--- src/rtl/pipeline_stall_controller_pkg.sv ---
// Shared pipeline control definitions: stall-FSM state encoding, the per-register
// freeze/bubble/flush bundle and the canned control patterns built from it.
package pipeline_stall_controller_pkg;

  localparam int DEFAULT_CNT_WIDTH = 16;

  typedef enum logic [1:0] {
    ST_RUN      = 2'd0,
    ST_MEM_WAIT = 2'd1,
    ST_ERROR    = 2'd2
  } state_e;

  typedef struct packed {
    logic pc_freeze;
    logic if_id_freeze;
    logic id_exe_bubble;
    logic id_exe_freeze;
    logic exe_mem_freeze;
    logic mem_wb_bubble;
    logic if_id_flush;
    logic id_exe_flush;
  } ctrl_t;

  localparam ctrl_t CTRL_NONE = '{default: 1'b0};

  // Whole front end held, MEM/WB fed a NOP: used for memory stalls and the fatal state
  localparam ctrl_t CTRL_MEM_HOLD = '{
    pc_freeze: 1'b1, if_id_freeze: 1'b1, id_exe_bubble: 1'b0, id_exe_freeze: 1'b1,
    exe_mem_freeze: 1'b1, mem_wb_bubble: 1'b1, if_id_flush: 1'b0, id_exe_flush: 1'b0
  };

  localparam ctrl_t CTRL_HAZARD = '{
    pc_freeze: 1'b1, if_id_freeze: 1'b1, id_exe_bubble: 1'b1, id_exe_freeze: 1'b0,
    exe_mem_freeze: 1'b0, mem_wb_bubble: 1'b0, if_id_flush: 1'b0, id_exe_flush: 1'b0
  };

  localparam ctrl_t CTRL_BRANCH = '{
    pc_freeze: 1'b0, if_id_freeze: 1'b0, id_exe_bubble: 1'b0, id_exe_freeze: 1'b0,
    exe_mem_freeze: 1'b0, mem_wb_bubble: 1'b0, if_id_flush: 1'b1, id_exe_flush: 1'b1
  };

endpackage

--- src/rtl/pipeline_stall_controller_sat_counter.sv ---
// Saturating up-counter with synchronous clear; clear wins over increment.
module sat_counter #(
  parameter int WIDTH = 16
) (
  input  logic             clk,
  input  logic             rst,
  input  logic             inc,
  input  logic             clear,
  output logic [WIDTH-1:0] count
);

  logic [WIDTH-1:0] count_r;

  // Count state: holds at all-ones instead of wrapping
  always_ff @(posedge clk or posedge rst) begin
    if (rst) begin
      count_r <= {WIDTH{1'b0}};
    end else if (clear) begin
      count_r <= {WIDTH{1'b0}};
    end else if (inc && (count_r != {WIDTH{1'b1}})) begin
      count_r <= count_r + WIDTH'(1'b1);
    end else begin
      count_r <= count_r;
    end
  end

  assign count = count_r;

endmodule

--- src/rtl/pipeline_stall_controller.sv ---
// Central stall/flush sequencer: memory-wait FSM with watchdog, Mealy decode of the
// per-register pipeline controls, and saturating stall/flush performance counters.
module pipeline_stall_controller
  import pipeline_stall_controller_pkg::*;
#(
  parameter int MEM_TIMEOUT = 15,
  parameter int CNT_WIDTH   = DEFAULT_CNT_WIDTH
) (
  input  logic                 clk,
  input  logic                 rst,
  input  logic                 hazard_detected,
  input  logic                 branch_taken,
  input  logic                 mem_req,
  input  logic                 mem_ready,
  input  logic                 cnt_clear,
  output logic                 pc_freeze,
  output logic                 if_id_freeze,
  output logic                 id_exe_bubble,
  output logic                 id_exe_freeze,
  output logic                 exe_mem_freeze,
  output logic                 mem_wb_bubble,
  output logic                 if_id_flush,
  output logic                 id_exe_flush,
  output logic                 mem_timeout,
  output logic [CNT_WIDTH-1:0] stall_count,
  output logic [CNT_WIDTH-1:0] flush_count
);

  localparam int WAIT_W = (MEM_TIMEOUT > 0) ? $clog2(MEM_TIMEOUT + 1) : 1;

  state_e            state_r;
  logic [WAIT_W-1:0] wait_cnt_r;
  logic              mem_timeout_r;
  logic              mem_stall_s;
  logic              timeout_hit_s;
  ctrl_t             ctrl_s;

  assign mem_stall_s = mem_req & ~mem_ready;

  // The current stalled cycle is the MEM_TIMEOUT-th consecutive one (counter holds the earlier ones)
  assign timeout_hit_s = (MEM_TIMEOUT != 0) &&
                         ((32'(wait_cnt_r) + 32'd1) >= 32'(MEM_TIMEOUT));

  // Memory-wait FSM, wait counter and sticky timeout flag
  always_ff @(posedge clk or posedge rst) begin
    if (rst) begin
      state_r       <= ST_RUN;
      wait_cnt_r    <= {WAIT_W{1'b0}};
      mem_timeout_r <= 1'b0;
    end else begin
      case (state_r)
        ST_RUN: begin
          if (mem_stall_s) begin
            state_r    <= ST_MEM_WAIT;
            wait_cnt_r <= WAIT_W'(1'b1);
          end else begin
            state_r    <= ST_RUN;
            wait_cnt_r <= {WAIT_W{1'b0}};
          end
        end
        ST_MEM_WAIT: begin
          if (!mem_stall_s) begin
            state_r    <= ST_RUN;
            wait_cnt_r <= {WAIT_W{1'b0}};
          end else if (timeout_hit_s) begin
            state_r       <= ST_ERROR;
            wait_cnt_r    <= {WAIT_W{1'b0}};
            mem_timeout_r <= 1'b1;
          end else begin
            wait_cnt_r <= wait_cnt_r + WAIT_W'(1'b1);
          end
        end
        ST_ERROR: begin
          state_r       <= ST_ERROR;
          mem_timeout_r <= 1'b1;
        end
        default: begin
          state_r    <= ST_RUN;
          wait_cnt_r <= {WAIT_W{1'b0}};
        end
      endcase
    end
  end

  // Mealy control decode: memory stall beats branch, branch beats hazard; all quiet in reset
  always_comb begin
    ctrl_s = CTRL_NONE;
    if (rst) begin
      ctrl_s = CTRL_NONE;
    end else begin
      case (state_r)
        ST_ERROR: ctrl_s = CTRL_MEM_HOLD;
        ST_RUN, ST_MEM_WAIT: begin
          if (mem_stall_s) begin
            ctrl_s = CTRL_MEM_HOLD;
          end else if (branch_taken) begin
            ctrl_s = CTRL_BRANCH;
          end else if (hazard_detected) begin
            ctrl_s = CTRL_HAZARD;
          end else begin
            ctrl_s = CTRL_NONE;
          end
        end
        default: ctrl_s = CTRL_NONE;
      endcase
    end
  end

  assign pc_freeze      = ctrl_s.pc_freeze;
  assign if_id_freeze   = ctrl_s.if_id_freeze;
  assign id_exe_bubble  = ctrl_s.id_exe_bubble;
  assign id_exe_freeze  = ctrl_s.id_exe_freeze;
  assign exe_mem_freeze = ctrl_s.exe_mem_freeze;
  assign mem_wb_bubble  = ctrl_s.mem_wb_bubble;
  assign if_id_flush    = ctrl_s.if_id_flush;
  assign id_exe_flush   = ctrl_s.id_exe_flush;
  assign mem_timeout    = mem_timeout_r;

  sat_counter #(.WIDTH(CNT_WIDTH)) u_stall_cnt (
    .clk   (clk),
    .rst   (rst),
    .inc   (ctrl_s.pc_freeze),
    .clear (cnt_clear),
    .count (stall_count)
  );

  sat_counter #(.WIDTH(CNT_WIDTH)) u_flush_cnt (
    .clk   (clk),
    .rst   (rst),
    .inc   (ctrl_s.if_id_flush),
    .clear (cnt_clear),
    .count (flush_count)
  );

endmodule

--- config.mk ---
export PLATFORM = sky130hd
export DESIGN_NAME = pipeline_stall_controller
export DESIGN_NICKNAME = d
export VERILOG_FILES = /design/src/rtl/pipeline_stall_controller_pkg.sv /design/src/rtl/pipeline_stall_controller_sat_counter.sv /design/src/rtl/pipeline_stall_controller.sv
export SDC_FILE = /design/constraint.sdc
export NUM_CORES = 1
export LEC_CHECK = 0
export ABC_CLOCK_PERIOD_IN_PS = 1800
export CORE_ASPECT_RATIO = 1.1
export CORE_UTILIZATION = 25
export CTS_CLUSTER_SIZE = 12
export DETAILED_ROUTE_END_ITERATION = 16
export SLEW_MARGIN = 10
export SYNTH_ARGS = -nofsm -noshare
export SYNTH_HDL_FRONTEND = slang
export SYNTH_SLANG_ARGS = --single-unit
export TNS_END_PERCENT = 30
--- constraint.sdc ---
create_clock -name clk -period 1.8 [get_ports clk]
set_clock_uncertainty 0.15 [all_clocks]
set_input_delay 0.36 -clock clk [delete_from_list [all_inputs] [get_ports clk]]
set_output_delay 0.36 -clock clk [all_outputs]
set_load 0.05 [all_outputs]
Yosys cells after proc, flatten, opt, wreduce, memory -nomap -nowiden:

Index checks and enable logic that the tools add are counted.

* bits in read-only memories: 0
* bits in latches: 0
* bits in writable memories: 0
* memories: 0
* register bits after elaboration: 39
* input bits: 7

* equality and inequality tests: 7
* $lt $le $gt $ge: 1
* shift-type cells: 0
* bitwise gates (word level): 2
* muxes and demuxes: 20
* multipliers: 0
* div/mod/pow operators: 0
* reduce and logical (&&, ||, !) cells: 8
* add/subtract/negate cells: 4

Operators with widths (number)
* two-way mux 16 bit: 4
* adder 16 x 1 -> 16 bit, second input constant: 2
* two-way mux 8 bit: 4
* inequality test 16 bit, second input constant: 2
* one-hot mux 8 bit (2 select lines): 1
* one-hot mux 4 bit (3 select lines): 1
* two-way mux 4 bit: 2
* one-hot mux 2 bit (3 select lines): 1
* nonzero test 2 bit: 3
* adder 4 x 1 -> 5 bit, second input constant: 1
* >= comparator 5 x 4 -> 1 bit, second input constant: 1
* adder 4 x 1 -> 4 bit, second input constant: 1
* two-way mux 1 bit: 4
* two-way mux 2 bit: 2
* inequality test 2 bit, second input constant: 2
* inequality test 3 bit, second input constant: 1
* AND reduction 3 bit: 1
* equality test 2 x 1 -> 1 bit, second input constant: 1
* equality test 2 bit, second input constant: 1
* logical AND 1 bit: 2
* zero test 2 bit: 1
* one-hot mux 1 bit (2 select lines): 1
* OR reduction 2 bit: 1
* bitwise AND 1 bit: 1
* inverter 1 bit: 1

Longest topological paths before layout:

Gate-level depths: netlist (run 1).

* depth after elaboration: 8
* depth in mapped cells: 7
* gate-level depth less buffers: 7

Modules after synthesis:

From an unflattened synthesis (run 1), not the netlist that was laid out.

* cell total of the unflattened synthesis: 253
* area total of the unflattened synthesis: 2354.8 um^2

By module, submodules not included
* sat_counter: times used 2, area an instance 932.1 um^2, cells each 101, seq. area each 400.4 um^2
* pipeline_stall_controller: times used 1, area an instance 490.5 um^2, cells each 51, seq. area each 175.2 um^2

Worst setup path after synthesis (run 1):

OpenSTA, ideal clock, no wires.

* kind: flip-flop to output port
* start point: reg state_r[1]
* end point: out id_exe_freeze
* data arrival time: 1.878 ns
* required time: 1.290 ns
* cell stages (with the launch flop): 5
* slack: -0.588 ns
* buffers on the path: 1
* cells stage by stage: dfrtp_1 -> nor2b_1 -> nor2_1 -> nor2_1 -> buf_4

* word-level cells in the longest chain between the ends: 4
* elaborated cells on any way between the ends: 6
* those cells by class: eq/ne: 2; mux: 2; reduce/logical: 2

RTL lines
* start: declaration: RTL line pipeline_stall_controller.sv:31 `state_e state_r;`
* start signal: assignment: RTL line pipeline_stall_controller.sv:47 `state_r <= ST_RUN;`
* start signal: assignment: RTL line pipeline_stall_controller.sv:54 `state_r <= ST_MEM_WAIT;`
* start signal: assignment: RTL line pipeline_stall_controller.sv:57 `state_r <= ST_RUN;`
* equality test 2 x 1 -> 1 bit / zero test 2 bit (equally long branches): RTL line pipeline_stall_controller.sv:91 `case (state_r)`
* OR reduction 2 bit: RTL line pipeline_stall_controller.sv:91
* one-hot mux 8 bit (2 select lines) (*): RTL line pipeline_stall_controller.sv:91
* two-way mux 8 bit (*): RTL line pipeline_stall_controller.sv:88 `if (rst) begin`
* end: declaration: RTL line pipeline_stall_controller.sv:19 `output logic id_exe_freeze,`

Mark *: on every way between the ends. The rest lies on a longest branch, timed or not.

Worst setup path after layout (run 1):

* start point: reg state_r[1]
* end point: out id_exe_flush

* word-level cells in the longest chain between the ends: 4
* elaborated cells on any way between the ends: 6
* those cells by class: eq/ne: 2; mux: 2; reduce/logical: 2

RTL lines
* equality test 2 x 1 -> 1 bit / zero test 2 bit (equally long branches): RTL line pipeline_stall_controller.sv:91
* OR reduction 2 bit: RTL line pipeline_stall_controller.sv:91
* one-hot mux 8 bit (2 select lines) (*): RTL line pipeline_stall_controller.sv:91
* two-way mux 8 bit (*): RTL line pipeline_stall_controller.sv:88
* end: declaration: RTL line pipeline_stall_controller.sv:23 `output logic id_exe_flush,`

Marked as above.

==> results of run 1 <==
synth_stat cells (3+ instances only):
master	number	area, µm²
nand2_1	9	33.8
nor2_1	40	150
nor4_1	9	56.3
a21oi_1	7	35.0
and3_1	4	25.0
dfrtp_1	39	976
nand3_1	12	60.1
mux2_1	4	45.0
a2111oi_2	3	45.0
ha_1	4	50.1
nand4_1	6	37.5
buf_4	4	30.0
nand2b_1	3	18.8
a32o_1	3	30.0
xor2_1	3	26.3
nor2b_1	6	37.5
inv_1	9	33.8
clkbuf_1	3	11.3
nor3_1	8	40.0
or2_1	3	18.8
a211oi_1	6	45.0
xnor2_1	21	184
state kept, by name (all words and copies together), names as in the netlist:
name	count
u_flush_cnt.count	16
u_stall_cnt.count	16
wait_cnt_r	4
state_r	2
mem_timeout	1
power by group:
part	internal (mW)	switching, mW
sequential	0.885	0.00943
clock	0.272	0.316
combinational	0.132	0.169
total	1.29	0.494
final timing paths:
path	cells past startpoint	from	endpoint
min	3	rst	wait_cnt_r[1]
min reg2reg	1	mem_timeout	mem_timeout
max	5	state_r[1]	id_exe_flush
max in group asynchronous	3	rst	u_stall_cnt.count[9]
min in group clk	1	mem_timeout	mem_timeout
max reg2reg	7	state_r[1]	u_flush_cnt.count[14]
through the flow:
step / hold WS [ns] / instances
floorplan: 0.372 / 239
global placement: 0.342 / 441
CTS: 0.268 / 453
detailed placement: 0.330 / 441
finish: 0.245 / 458
global route: 0.301 / 458
critical path, cell delays in order (launching register included):
cell     delay (ns)
dfrtp_2        0.45
buf_4          0.15
nor2_4         0.12
nand3_2        0.14
inv_4          0.11
buf_12         0.13
layout make-up:
type | count | area, µm² | share of cell area (%)
Timing Repair Buffer | 106 | 1330 | 31.9
Sequential cell | 39 | 1010 | 24.2
Tap cell | 114 | 143 | 3.42
Multi-Input combinational cell | 181 | 1560 | 37.4
Inverter | 10 | 42.5 | 1.02
Clock buffer | 7 | 76.3 | 1.83
Clock inverter | 1 | 5.00 | 0.120
what timing repair did:
action	4_1_cts	5_1_grt
setup buffers	4	4
setup endpoints to repair	40	41
endpoints found under the hold margin	0	0
gates cloned	0	1
pin swaps	10	12
gates resized for setup	37	29
cells by family after synthesis:
kind of cell | Yosys count | synth area share [%]
flip-flops | 39 | 42.1
buffers and inverters | 20 | 4.37
multiplexers | 6 | 2.81
adder cells (fa/ha/maj) | 4 | 2.16
AO/OA/AOI/OAI | 34 | 12.7
XOR/XNOR | 24 | 9.07
AND/OR/NAND/NOR | 112 | 26.7
layer usage:
metal,global-route usage [%],vias to the layer above
met5,0,-
met4,3.79,0
met3,2.51,5
met2,24.3,64
met1,17.0,1070
li1,-,1069
==> flow_metrics.env, run 1 <==
export IMPL_status="finished, violations left"
export IMPL_violations="setup timing"
export IMPL_nFillCells=836
export IMPL_synth_async_reset_ratio_pct=100
export IMPL_wire_per_inst_um=14.1
export IMPL_crit_fanout=5
export IMPL_hold_viol=0
export IMPL_cts_hold_fix_buffers=0
export IMPL_synthFlopType="dfrtp_1"
export IMPL_die_w_um=93.8
export IMPL_final_common_cell="buf_4"
export IMPL_drcViolationCount=0
export IMPL_num_rows=36
export IMPL_routed_wl_um=6470
export IMPL_fmax_mhz=524
export IMPL_routed_wl_met3_um=230
export IMPL_grt_max_degree=40
export IMPL_grt_pass1_vias=2232
export IMPL_cts_tree="built"
export IMPL_globalRouteTotalUtil_pct=13.7
export IMPL_worstPathArrival_ns=1.40
export IMPL_setup_ws_ns=-0.107
export IMPL_slew_limit_headroom_pct=72.1
export IMPL_cts_sinks=39
export IMPL_hpwl_um=4500
export IMPL_clk_path_buf_depth=2
export IMPL_io_pins=48
export IMPL_root_buffer="clkbuf_8"
export IMPL_dr_wl_met2_um=3300
export IMPL_fin_area_mm2=0.00417
export IMPL_gr_total_overflow=0
export IMPL_final_core_util_pct=46.7
export IMPL_power_mw=1.78
export IMPL_ir_worst_vdd_uv=256
export IMPL_path_class="reg2out"
export IMPL_numPortBuffers=47
export IMPL_rrSetupSlack_ns=-0.04
export IMPL_core_area_mm2=0.00892
export IMPL_drt_pass1_iter_count=4
export IMPL_synth_edf_count=0
export IMPL_cts_inserted_buffers=5
export IMPL_drtIter0Drc=85
export IMPL_cp_end_kind="output pin"
export IMPL_critPathLaunchType="flop"
export IMPL_clk_pin_slew_ns=0.07
export IMPL_ys_types=49
export IMPL_antenna_found_initial=0
export IMPL_power_density_mw_per_mm2=428
export IMPL_drtAntennaViolNets=0
export IMPL_period_minus_slack_ns=1.91
export IMPL_area_growth_pct=79.9
export IMPL_synth_seq_cells=39
export IMPL_top_layer_used="met4"
export IMPL_yosys_warnings=0
export IMPL_cp_required_ns=1.29
export IMPL_gp_congestion=0.792
export IMPL_netlist_area_mm2=0.00232
export IMPL_setup_viol=12
export IMPL_setup_tns_ns=-0.818
export IMPL_place_ws_ns=-0.528
export IMPL_grt_pass1_wl_um=10400
export IMPL_drive_gt1_share_pct=56.7
export IMPL_nets=354
export IMPL_wl_met1_um=2890
export IMPL_num_vias=2208
export IMPL_n_antenna_cell=0
export IMPL_dpl_instance_area_mm2=0.00371
export IMPL_slew_violations=0
export IMPL_cap_violations=0
export IMPL_synthCells=239
export IMPL_rsz0062_at_grt="true"
export IMPL_htree_levels=2
export IMPL_viasPerCell=4.82
export IMPL_period_share_pct=106
export IMPL_clk_latency_ns=0.30
export IMPL_start_util_pct=26.0
export IMPL_power_leakage_nw=1.64
export IMPL_hold_class="in2async"
export IMPL_dieHeight_um=103
export IMPL_syn_num_nets=250
export IMPL_worst_pin_slew_ns=0.417
export IMPL_mostFrequentLayoutCells="buf_4 (55), buf_12 (40), nor2_1 (35)"
export IMPL_die_area_mm2=0.00966
export IMPL_synth_seq_area_share_pct=42.1
export IMPL_syn_area_per_cell_um2=9.70
(Power assumes the default switching activity.)
==> run 2, diff against run 1 <==
Settings changed: CAP_MARGIN from default to 10.
==> results of run 2 <==
The final DEF is identical to that of run 1; final timing and power are the same.
==> run 3, diff against run 2 <==
Settings changed: CAP_MARGIN 10 to 30, CORE_MARGIN from default to 2, SLEW_MARGIN 10 to 40.
==> flow_metrics.env, run 3 (synthesis results as in run 1) <==
export IMPL_clk_path_buf_depth=2
export IMPL_ir_worst_vdd_uv=221
export IMPL_die_w_um=95.8
export IMPL_cp_top_family="buffers and inverters"
export IMPL_final_core_util_pct=46.3
export IMPL_grt_max_degree=40
export IMPL_clk_pin_slew_ns=0.08
export IMPL_cp_end_kind="output pin"
export IMPL_drcViolationCount=0
export IMPL_worstPathArrival_ns=1.46
export IMPL_critPathLaunchType="flop"
export IMPL_drive_gt1_share_pct=55.5
export IMPL_globalRouteTotalUtil_pct=13.2
export IMPL_slew_limit_headroom_pct=62.3
export IMPL_period_minus_slack_ns=1.97
export IMPL_critPathLaunch="state_r[1]"
export IMPL_io_pins=48
export IMPL_htree_levels=2
export IMPL_path_cells="buf_6 > o31ai_4 > inv_4 > buf_8"
export IMPL_status="finished, violations left"
export IMPL_crit_slowest_cell="dfrtp_1"
export IMPL_core_area_mm2=0.00892
export IMPL_grt_pass1_wl_um=10600
export IMPL_nets=354
export IMPL_drtAntennaViolNets=0
export IMPL_pwr_share_seq_pct=50.1
export IMPL_start_util_pct=26.0
export IMPL_cap_violations=0
export IMPL_numPortBuffers=47
export IMPL_root_buffer="clkbuf_8"
export IMPL_slew_violations=0
export IMPL_mostFrequentLayoutCells="buf_4 (57), buf_12 (40), nor2_1 (35)"
export IMPL_violations="setup timing"
export IMPL_wire_per_inst_um=14.1
export IMPL_hpwl_um=4530
export IMPL_setup_ws_ns=-0.173
export IMPL_cts_hold_fix_buffers=0
export IMPL_rsz0062_at_grt="true"
export IMPL_grt_pass1_vias=2153
export IMPL_area_growth_pct=78.3
export IMPL_gp_congestion=0.834
export IMPL_worst_pin_slew_ns=0.566
export IMPL_clockPowerShare_pct=33.0
export IMPL_slowest_delay_ns=0.42
export IMPL_reg2reg_from="u_stall_cnt.count[3]"
export IMPL_path_class="reg2out"
export IMPL_antenna_found_initial=0
export IMPL_num_rows=36
export IMPL_num_vias=2191
export IMPL_clk_latency_ns=0.30
export IMPL_viasPerCell=4.78
export IMPL_final_common_cell="buf_4"
export IMPL_drtIter0Drc=100
export IMPL_power_leakage_nw=1.63
export IMPL_cts_tree="built"
export IMPL_hold_viol=0
export IMPL_gr_total_overflow=0
export IMPL_die_area_mm2=0.0101
export IMPL_n_antenna_cell=0
export IMPL_cp_required_ns=1.29
export IMPL_period_share_pct=110
export IMPL_hold_class="in2async"
export IMPL_switching_share_pct=28.1
export IMPL_whs_ns=0.323
export IMPL_cts_inserted_buffers=5
export IMPL_p_switching_mw=0.501
export IMPL_crit_fanout=5
export IMPL_p_int_mw=1.28
export IMPL_setup_viol=12
export IMPL_cts_sinks=39
export IMPL_fmax_mhz=507
export IMPL_routed_wl_um=6440
export IMPL_drt_pass1_iter_count=4
export IMPL_comb_power_share_pct=16.9
export IMPL_power_density_mw_per_mm2=431
export IMPL_dieHeight_um=105
export IMPL_crit_buf_inv=3
-- run 3: changes by cell type in the layout (fill, tap and decap cells not counted), sizes merged --
cell / before / now
clkbuf: 7 / 5
buf: 100 / 101
nor3: 11 / 10
clkinv: 1 / 3
-- run 3: power groups by stage --
stage	registers [mW]	clock network, mW	logic, mW
CTS	0.893	0.624	0.285
detailed placement	0.911	0	0.265
global placement	0.910	0	0.262
finish	0.893	0.588	0.301
global route	0.894	0.655	0.322
floorplan	0.933	0	0.119
-- run 3: repair_timing --
action / 4_1_cts / 5_1_grt
gates cloned: 0 / 0
setup endpoints to repair: 33 / 46
setup buffers: 4 / 3
pin swaps: 8 / 15
gates resized for setup: 31 / 27
-- run 3: final cells by class --
cell class,instances,area [µm²]
fillers,830,4790
multi-input cells,180,1520
repair buffers,107,1340
flip-flops and latches,39,1010
well taps,114,143
clock buffers,5,68.8
inverters,10,40.0
clock inverters,3,15.0
-- run 3: path summary, 6_finish.rpt --
| check | end | slack (ns) | cells past startpoint |
|---|---|---|---|
| worst max-delay path | pc_freeze | -0.17 | 4 |
| worst min-delay path | wait_cnt_r[1] | 0.32 | 4 |
| worst max register to register | u_stall_cnt.count[14] | -0.03 | 5 |
| worst min register to register | mem_timeout | 0.35 | 1 |
| max in group asynchronous | u_stall_cnt.count[8] | 0.93 | 4 |
| min in group clk | mem_timeout | 0.35 | 1 |
-- run 3: worst reg2reg max path: stages (launching register included) --
cell	delay [ns]
dfrtp_2	0.44
and3_4	0.24
nand4_4	0.14
or4_4	0.54
nor3_4	0.14
a211oi_2	0.06
-- run 3: stage by stage --
step / cells / instance area (µm²) / worst slack, ns / TNS [ns] / total power [mW]
3_3_place_gp: 443 / 3730 / -0.471 / -14.14 / 1.17
5_1_grt: 458 / 4130 / -0.234 / -3.50 / 1.87
4_1_cts: 455 / 3960 / -0.159 / -1.25 / 1.80
2_1_floorplan: 239 / 2390 / -0.138 / -1.97 / 1.05
3_5_place_dp: 443 / 3730 / -0.545 / -15.34 / 1.18
6_report: 458 / 4130 / -0.173 / -1.15 / 1.78
-- run 3: metal layers --
metal / wire length [µm] / track usage, %
met1: 2990 / 18.8
met2: 3110 / 20.0
met3: 270 / 2.88
met4: 71 / 3.78
met5: 0 / 0
